File: config.mk
export PLATFORM = sky130hd
export DESIGN_NAME = butterfly_row_stage
export DESIGN_NICKNAME = d
export VERILOG_FILES = /design/src/rtl/jpeg_dct_pkg.sv /design/src/rtl/butterfly_core.sv /design/src/rtl/butterfly_row_stage.sv
export SDC_FILE = /design/constraint.sdc
export NUM_CORES = 1
export LEC_CHECK = 0
export BUFFER_PORTS_ARGS = -buffer_cell sky130_fd_sc_hd__buf_2
export CAP_MARGIN = 20
export CELL_PAD_IN_SITES_DETAIL_PLACEMENT = 0
export CELL_PAD_IN_SITES_GLOBAL_PLACEMENT = 2
export CORE_AREA = 4 4 148 150
export DETAILED_ROUTE_END_ITERATION = 10
export DIE_AREA = 0 0 152 154
export GPL_ROUTABILITY_DRIVEN = 0
export HOLD_SLACK_MARGIN = 0.03
export PLACE_DENSITY_LB_ADDON = 0.1
export SYNTH_ARGS = -nofsm -noshare
export SYNTH_HDL_FRONTEND = slang
export SYNTH_SLANG_ARGS = --single-unit
File: constraint.sdc
create_clock -name Clk -period 3.02 [get_ports Clk]
set_clock_uncertainty 0.05 [all_clocks]
set_input_delay 0.151 -clock Clk [delete_from_list [all_inputs] [get_ports Clk]]
set_output_delay 0.151 -clock Clk [all_outputs]
set_load 0.02 [all_outputs]
File: src/rtl/jpeg_dct_pkg.sv
// ---------------------------------------------------------------------------
// jpeg_dct_pkg
// Shared definitions for the row DCT pipeline: default geometry constants,
// the lane-offset helper used to address flattened parallel words, and the
// level-shift helper that moves an unsigned pixel into the signed domain.
// ---------------------------------------------------------------------------
package jpeg_dct_pkg;

    // Default geometry: 8-bit pixels, 8-point rows, 8-row blocks.
    localparam int DCT_WIDTH = 8;
    localparam int DCT_N     = 8;
    localparam int DCT_ROWS  = 8;

    // Bit offset of lane `lane` inside a flattened word of `lane_w`-bit lanes.
    function automatic int lane_lsb(input int lane, input int lane_w);
        return lane * lane_w;
    endfunction

    // Subtracting 2^(WIDTH-1) from an unsigned sample and reinterpreting it
    // as two's complement is the same as inverting its MSB. Only the MSB
    // changes, so the helper works on that bit alone and stays width-agnostic.
    function automatic logic level_shift_msb(input logic msb, input logic shift_en);
        return msb ^ shift_en;
    endfunction

endpackage : jpeg_dct_pkg

File: src/rtl/butterfly_core.sv
// ---------------------------------------------------------------------------
// butterfly_core
// Purely combinational first butterfly of an N-point row DCT.
//   in_flat  : N signed WIDTH-bit samples, sample i at [i*WIDTH +: WIDTH]
//   out_flat : N signed (WIDTH+1)-bit lanes
//              lanes 0..N/2-1   = in[k] + in[N-1-k]
//              lanes N/2..N-1   = in[k] - in[N-1-k]   (k = lane - N/2)
// Operands are sign-extended by one bit, so the results are exact.
// ---------------------------------------------------------------------------
module butterfly_core
    import jpeg_dct_pkg::*;
#(
    parameter int N     = DCT_N,
    parameter int WIDTH = DCT_WIDTH
) (
    input  logic [N*WIDTH-1:0]     in_flat,
    output logic [N*(WIDTH+1)-1:0] out_flat
);

    localparam int W1 = WIDTH + 1;

    for (genvar k = 0; k < N / 2; k++) begin : g_pair
        logic signed [W1-1:0] a;
        logic signed [W1-1:0] b;

        // Sign-extend both members of the mirrored pair.
        assign a = {in_flat[lane_lsb(k, WIDTH) + WIDTH - 1],
                    in_flat[lane_lsb(k, WIDTH) +: WIDTH]};
        assign b = {in_flat[lane_lsb(N - 1 - k, WIDTH) + WIDTH - 1],
                    in_flat[lane_lsb(N - 1 - k, WIDTH) +: WIDTH]};

        assign out_flat[lane_lsb(k, W1)         +: W1] = a + b;
        assign out_flat[lane_lsb(k + N / 2, W1) +: W1] = a - b;
    end

endmodule : butterfly_core

File: src/rtl/butterfly_row_stage.sv
// ---------------------------------------------------------------------------
// butterfly_row_stage
// Streaming first butterfly stage of the row DCT. Collects N pixels of a row
// (one per cycle, valid/ready), then presents all N/2 pair sums and N/2 pair
// differences as one registered parallel word.
//
// Ports
//   Clk, Rst         : rising-edge clock, synchronous active-high reset
//   In_Pixel         : WIDTH-bit sample (signed, or unsigned when shifted)
//   In_Level_Shift   : per-pixel request to subtract 2^(WIDTH-1)
//   In_Valid/Ready   : input handshake; Ready is a pure register output
//   Out_Data         : N lanes of WIDTH+1 bits, sums then differences
//   Out_Valid/Ready  : output handshake for one complete row
//   Out_Block_Last   : set with the row that closes a block of ROWS rows
//
// Buffering: one fill buffer plus the output register. If the output is
// stalled when a row completes, the row waits in the fill buffer (`full`)
// and input is blocked until the output register frees up.
// ---------------------------------------------------------------------------
module butterfly_row_stage
    import jpeg_dct_pkg::*;
#(
    parameter int WIDTH = DCT_WIDTH,
    parameter int N     = DCT_N,
    parameter int ROWS  = DCT_ROWS
) (
    input  logic                     Clk,
    input  logic                     Rst,
    input  logic [WIDTH-1:0]         In_Pixel,
    input  logic                     In_Level_Shift,
    input  logic                     In_Valid,
    output logic                     In_Ready,
    output logic [N*(WIDTH+1)-1:0]   Out_Data,
    output logic                     Out_Valid,
    input  logic                     Out_Ready,
    output logic                     Out_Block_Last
);

    localparam int CW = $clog2(N);
    localparam int RW = (ROWS > 1) ? $clog2(ROWS) : 1;
    localparam logic [CW-1:0] COL_LAST = CW'(N - 1);
    localparam logic [RW-1:0] ROW_LAST = RW'(ROWS - 1);

    // ---------------------------------------------------------------------
    // State
    // ---------------------------------------------------------------------
    logic [CW-1:0]            col;
    logic [RW-1:0]            row;
    logic                     full;
    logic                     out_valid_q;
    logic                     out_last_q;
    logic [N*(WIDTH+1)-1:0]   out_data_q;
    logic [WIDTH-1:0]         fill_buf [N];

    // ---------------------------------------------------------------------
    // Handshake decode
    // ---------------------------------------------------------------------
    logic             accept;
    logic             last_accept;
    logic             slot_free;
    logic             transfer;
    logic [WIDTH-1:0] pix_in;

    assign In_Ready    = !full;
    assign accept      = In_Valid && In_Ready;
    assign last_accept = accept && (col == COL_LAST);
    assign slot_free   = !out_valid_q || Out_Ready;
    // A row moves to the output either as its last pixel arrives, or later
    // from the fill buffer once a stalled output drains. `full` blocks input,
    // so the two sources never coincide.
    assign transfer    = (last_accept || full) && slot_free;

    assign pix_in = {level_shift_msb(In_Pixel[WIDTH-1], In_Level_Shift),
                     In_Pixel[WIDTH-2:0]};

    // ---------------------------------------------------------------------
    // Fill buffer
    // ---------------------------------------------------------------------
    // NOTE: the fill buffer is data-only storage with no reset; every slot
    // is rewritten before a row is ever transferred, so clearing it would
    // only add reset fan-out.
    always_ff @(posedge Clk) begin
        if (accept) begin
            fill_buf[col] <= pix_in;
        end
    end

    // ---------------------------------------------------------------------
    // Butterfly operands: on a same-cycle transfer the last sample has not
    // reached the buffer yet, so it is bypassed straight from the input.
    // ---------------------------------------------------------------------
    logic [N*WIDTH-1:0]     core_in;
    logic [N*(WIDTH+1)-1:0] core_out;

    // NOTE: every combinational output is given a default first so no path
    // through the block can leave it unassigned and infer a latch.
    always_comb begin
        core_in = '0;
        for (int i = 0; i < N - 1; i++) begin
            core_in[lane_lsb(i, WIDTH) +: WIDTH] = fill_buf[i];
        end
        core_in[lane_lsb(N - 1, WIDTH) +: WIDTH] = full ? fill_buf[N-1] : pix_in;
    end

    butterfly_core #(
        .N     (N),
        .WIDTH (WIDTH)
    ) u_core (
        .in_flat  (core_in),
        .out_flat (core_out)
    );

    // ---------------------------------------------------------------------
    // Control and output register
    // ---------------------------------------------------------------------
    // NOTE: state registers use non-blocking assignment so every flop sees
    // the pre-edge values of the others, independent of statement order.
    always_ff @(posedge Clk) begin
        if (Rst) begin
            col         <= '0;
            row         <= '0;
            full        <= 1'b0;
            out_valid_q <= 1'b0;
            out_last_q  <= 1'b0;
            out_data_q  <= '0;
        end else begin
            // N is a power of two, so the natural wrap of col is the row wrap.
            if (accept) begin
                col <= col + 1'b1;
            end

            if (last_accept && !slot_free) begin
                full <= 1'b1;
            end else if (transfer) begin
                full <= 1'b0;
            end

            if (transfer) begin
                out_data_q  <= core_out;
                out_valid_q <= 1'b1;
                out_last_q  <= (row == ROW_LAST);
                row         <= (row == ROW_LAST) ? '0 : row + 1'b1;
            end else if (Out_Ready) begin
                out_valid_q <= 1'b0;
            end
        end
    end

    assign Out_Data       = out_data_q;
    assign Out_Valid      = out_valid_q;
    assign Out_Block_Last = out_last_q;

endmodule : butterfly_row_stage

==> qor.txt <==
First-pass GRT wire length - 31000 um
Worst Path Required - 3330 ps
Normalized max-slew margin - 50.4%
I/O pin count - 88
Routed Antenna Nets - 0
CP Depth - 8
Num CTS Buffers - 17
Sequential share of the synthesized area - 44.9%
Buffer count from post-CTS setup fixing - 0
DRC - 0
CTS clk-pin slew, worst paths - 60 ps
Avg Inst Size Synth - 9.96 sq um
Crit path buffers/inverters - 0
Final Cycle Share - 83.6%
TritonCTS clock tree - done
Critical Path Fanout Max - 3
Biggest area consumer among synthesized cells - edfxtp_1
Slowest stage delay, CP - 410 ps
Initial antenna violation count - 0
Total GRT Usage - 16.5%
Pint - 3.41 mW
Min cycle time layout - 2530 ps
CP startpoint - full$_SDFFE_PP0P_
Status - completed
Critical path class - register to register
Drt first pass iters - 5
Crit path to - Out_Data[42]$_SDFFE_PP0P_
Combinational share of power - 7.9%
CP Launch Type - register
# rows - 53
Max VDD drop - 0.371 mV
Synth Flop Type - dfxtp_1
Root Driver - clkbuf_16
Worst R2R Setup Slack - 490 ps
Vias/cell - 5.10
Unique masters post-synth - 56
Layout net count - 938
Max-slew violations - 0
Clk_lat worst skew - 420 ps
Die Width - 152 um
Register bit total from synthesis - 141
Max Cap Viol - 0
Total Routed Length - 18900 um
Fin cells - 1137
Mapped Area - 7710 sq um
R2R depth - 8
Die H - 154 um
Crit path capture type - register
RSZ-0062 raised after global routing - no
Critical path arrival - 2840 ps
CTS Sinks - 141
Syn_nets - 863
Worst path slowest cell - or4_1
Die area - 23400 sq um
Initial Util - 37.3%
Most numerous cell in the Yosys netlist - dfxtp_1
Final Hold Violating Endpoints - 0
Clock share of power - 46.3%
Final setup vio count - 0
R2R Path End - Out_Data[42]$_SDFFE_PP0P_
Hold_sp - In_Pixel[4]
Setup TNS - 0 ps
Share of the synthesized area in the top cell type - 24.9%
Crit path max-delay family - simple AND/OR/NAND/NOR gates
Detailed-route via count - 5796
Diodes inserted - 0
LEAKAGE - 3.77 nW
Largest net degree at the start of global routing - 61
Post-synth top cells - 77 x dfxtp_1, 68 x ha_1, 66 x inv_1
H-tree levels - 4
Placed insts - 1104
Worst R2R Start - full$_SDFFE_PP0P_
Sw Ratio - 23.5%
Fraction of layout instances using a drive strength above 1 - 17.2%
Total congestion overflow - 0
Synth area leaders - edfxtp_1 25%, dfxtp_1 20%, ha_1 11%, a21oi_1 4.1%, inv_1 3.2%
Warnings from Yosys - 0
Worst path cell trace - mux2_2, ha_1, fa_1, and2b_1, o31a_1, o21ai_0, or4_1, nand3_1
Number of global-route vias before repair - 5734
Asr flop ratio synth - 0%
1st-iter DRT viols - 222
Hold Path Class - input pin to register
WL per Instance - 16.6 um
Register share of total power - 45.8%
CTS Buffer Depth - 2
Port bufs - 87
Max Clk Rate - 0.396 GHz
Core ar. - 20700 sq um
Psw - 1.05 mW
Number of flops mapped to enable cells by yosys - 64
Syn Inst Count - 774
DP HPWL - 13500 um
Area growth syn-to-layout - 16.1%
Worst Tran Pin Value - 741 ps
Power per cell area - 498 nW/um^2
-- power groups by stage --
stage	clock (mW)	combinational, mW	sequential [mW]
2_1_floorplan	0	0.242	2.08
3_3_place_gp	0	0.349	2.08
3_5_place_dp	0	0.354	2.08
4_1_cts	2.12	0.357	2.04
5_1_grt	2.20	0.394	2.04
6_report	2.07	0.351	2.04
-- layout by cell type (no fill, tap or decap), types with 8 or more instances in the layout --
master / n
buf_2: 87
dfxtp_1: 77
ha_1: 68
inv_1: 66
edfxtp_1: 64
a21oi_1: 62
nor2_1: 59
o21ai_0: 39
nand2_1: 38
nand3_1: 28
nand2b_1: 26
clkbuf_16: 17
nor3_1: 16
a211oi_1: 16
buf_4: 14
xnor2_1: 13
mux2i_1: 12
a31oi_1: 10
nor3b_1: 9
nor4b_1: 9
o211ai_1: 8
fa_1: 8
-- per-layer routing --
metal  global-route usage [%]  vias to the layer above  share of wire [%]
met4                     4.15                        0                1.3
met2                     27.8                      126                 48
met5                        0                        -                  0
met3                     3.94                       19                4.9
met1                     21.4                     2743                 46
li1                         -                     2908                  -
-- area by class of cell --
type / count / area, sq um
clock buffers: 21 / 460
clock inverters: 11 / 120
fillers: 2090 / 11700
inverters: 67 / 251
multi-input cells: 520 / 3760
flip-flops and latches: 141 / 3460
well taps: 275 / 344
repair buffers: 102 / 551
-- how the worst min path moves through the flow --
| stage | slack, ps | cells after the start | endpoint |
|---|---|---|---|
| after CTS | 30 | 1 | fill_buf[6][4]$_DFFE_PP_ |
| after floorplan | 200 | 0 | fill_buf[0][0]$_DFFE_PP_ |
| after global placement | 390 | 2 | Out_Data[2]$_SDFFE_PP0P_ |
| after detailed placement | 390 | 2 | Out_Data[56]$_SDFFE_PP0P_ |
| final | 40 | 1 | fill_buf[6][4]$_DFFE_PP_ |
| after global routing | 30 | 1 | fill_buf[6][4]$_DFFE_PP_ |
-- state kept, by name (all words and copies together), names as in the netlist --
name,count
Out_Valid,1
Out_Block_Last,1
col,3
full,1
Out_Data,68
fill_buf,64
row,3
-- through the flow --
step	area [sq um]	hold slack, ps	util (%)	power [mW]	setup slack (ps)
floorplan	7710	200	-	2.32	417
global placement	8360	389	40.4	2.43	553
detailed placement	8360	394	40.4	2.44	524
CTS	8950	30.3	43.3	4.52	506
global route	8950	31.9	43.3	4.64	334
finish	8950	39.0	43.3	4.46	495
-- repair_timing --
| item | 4_1_cts | 5_1_grt |
|---|---|---|
| setup endpoints to repair | 0 | 0 |
| hold buffers | 1 | 0 |
| hold endpoints to repair | 1 | 0 |
| resized for setup | 0 | 0 |
-- cells by family after synthesis --
logic type               synth area share (%)
adder cells (fa/ha/maj)                  13.1
flip-flops                               44.9
AND/OR/NAND/NOR                          14.6
multiplexers                             1.85
XOR/XNOR                                 1.93
AO/OA/AOI/OAI                            17.2
buffers and inverters                    6.44
Power figures use the tool's default switching activity.
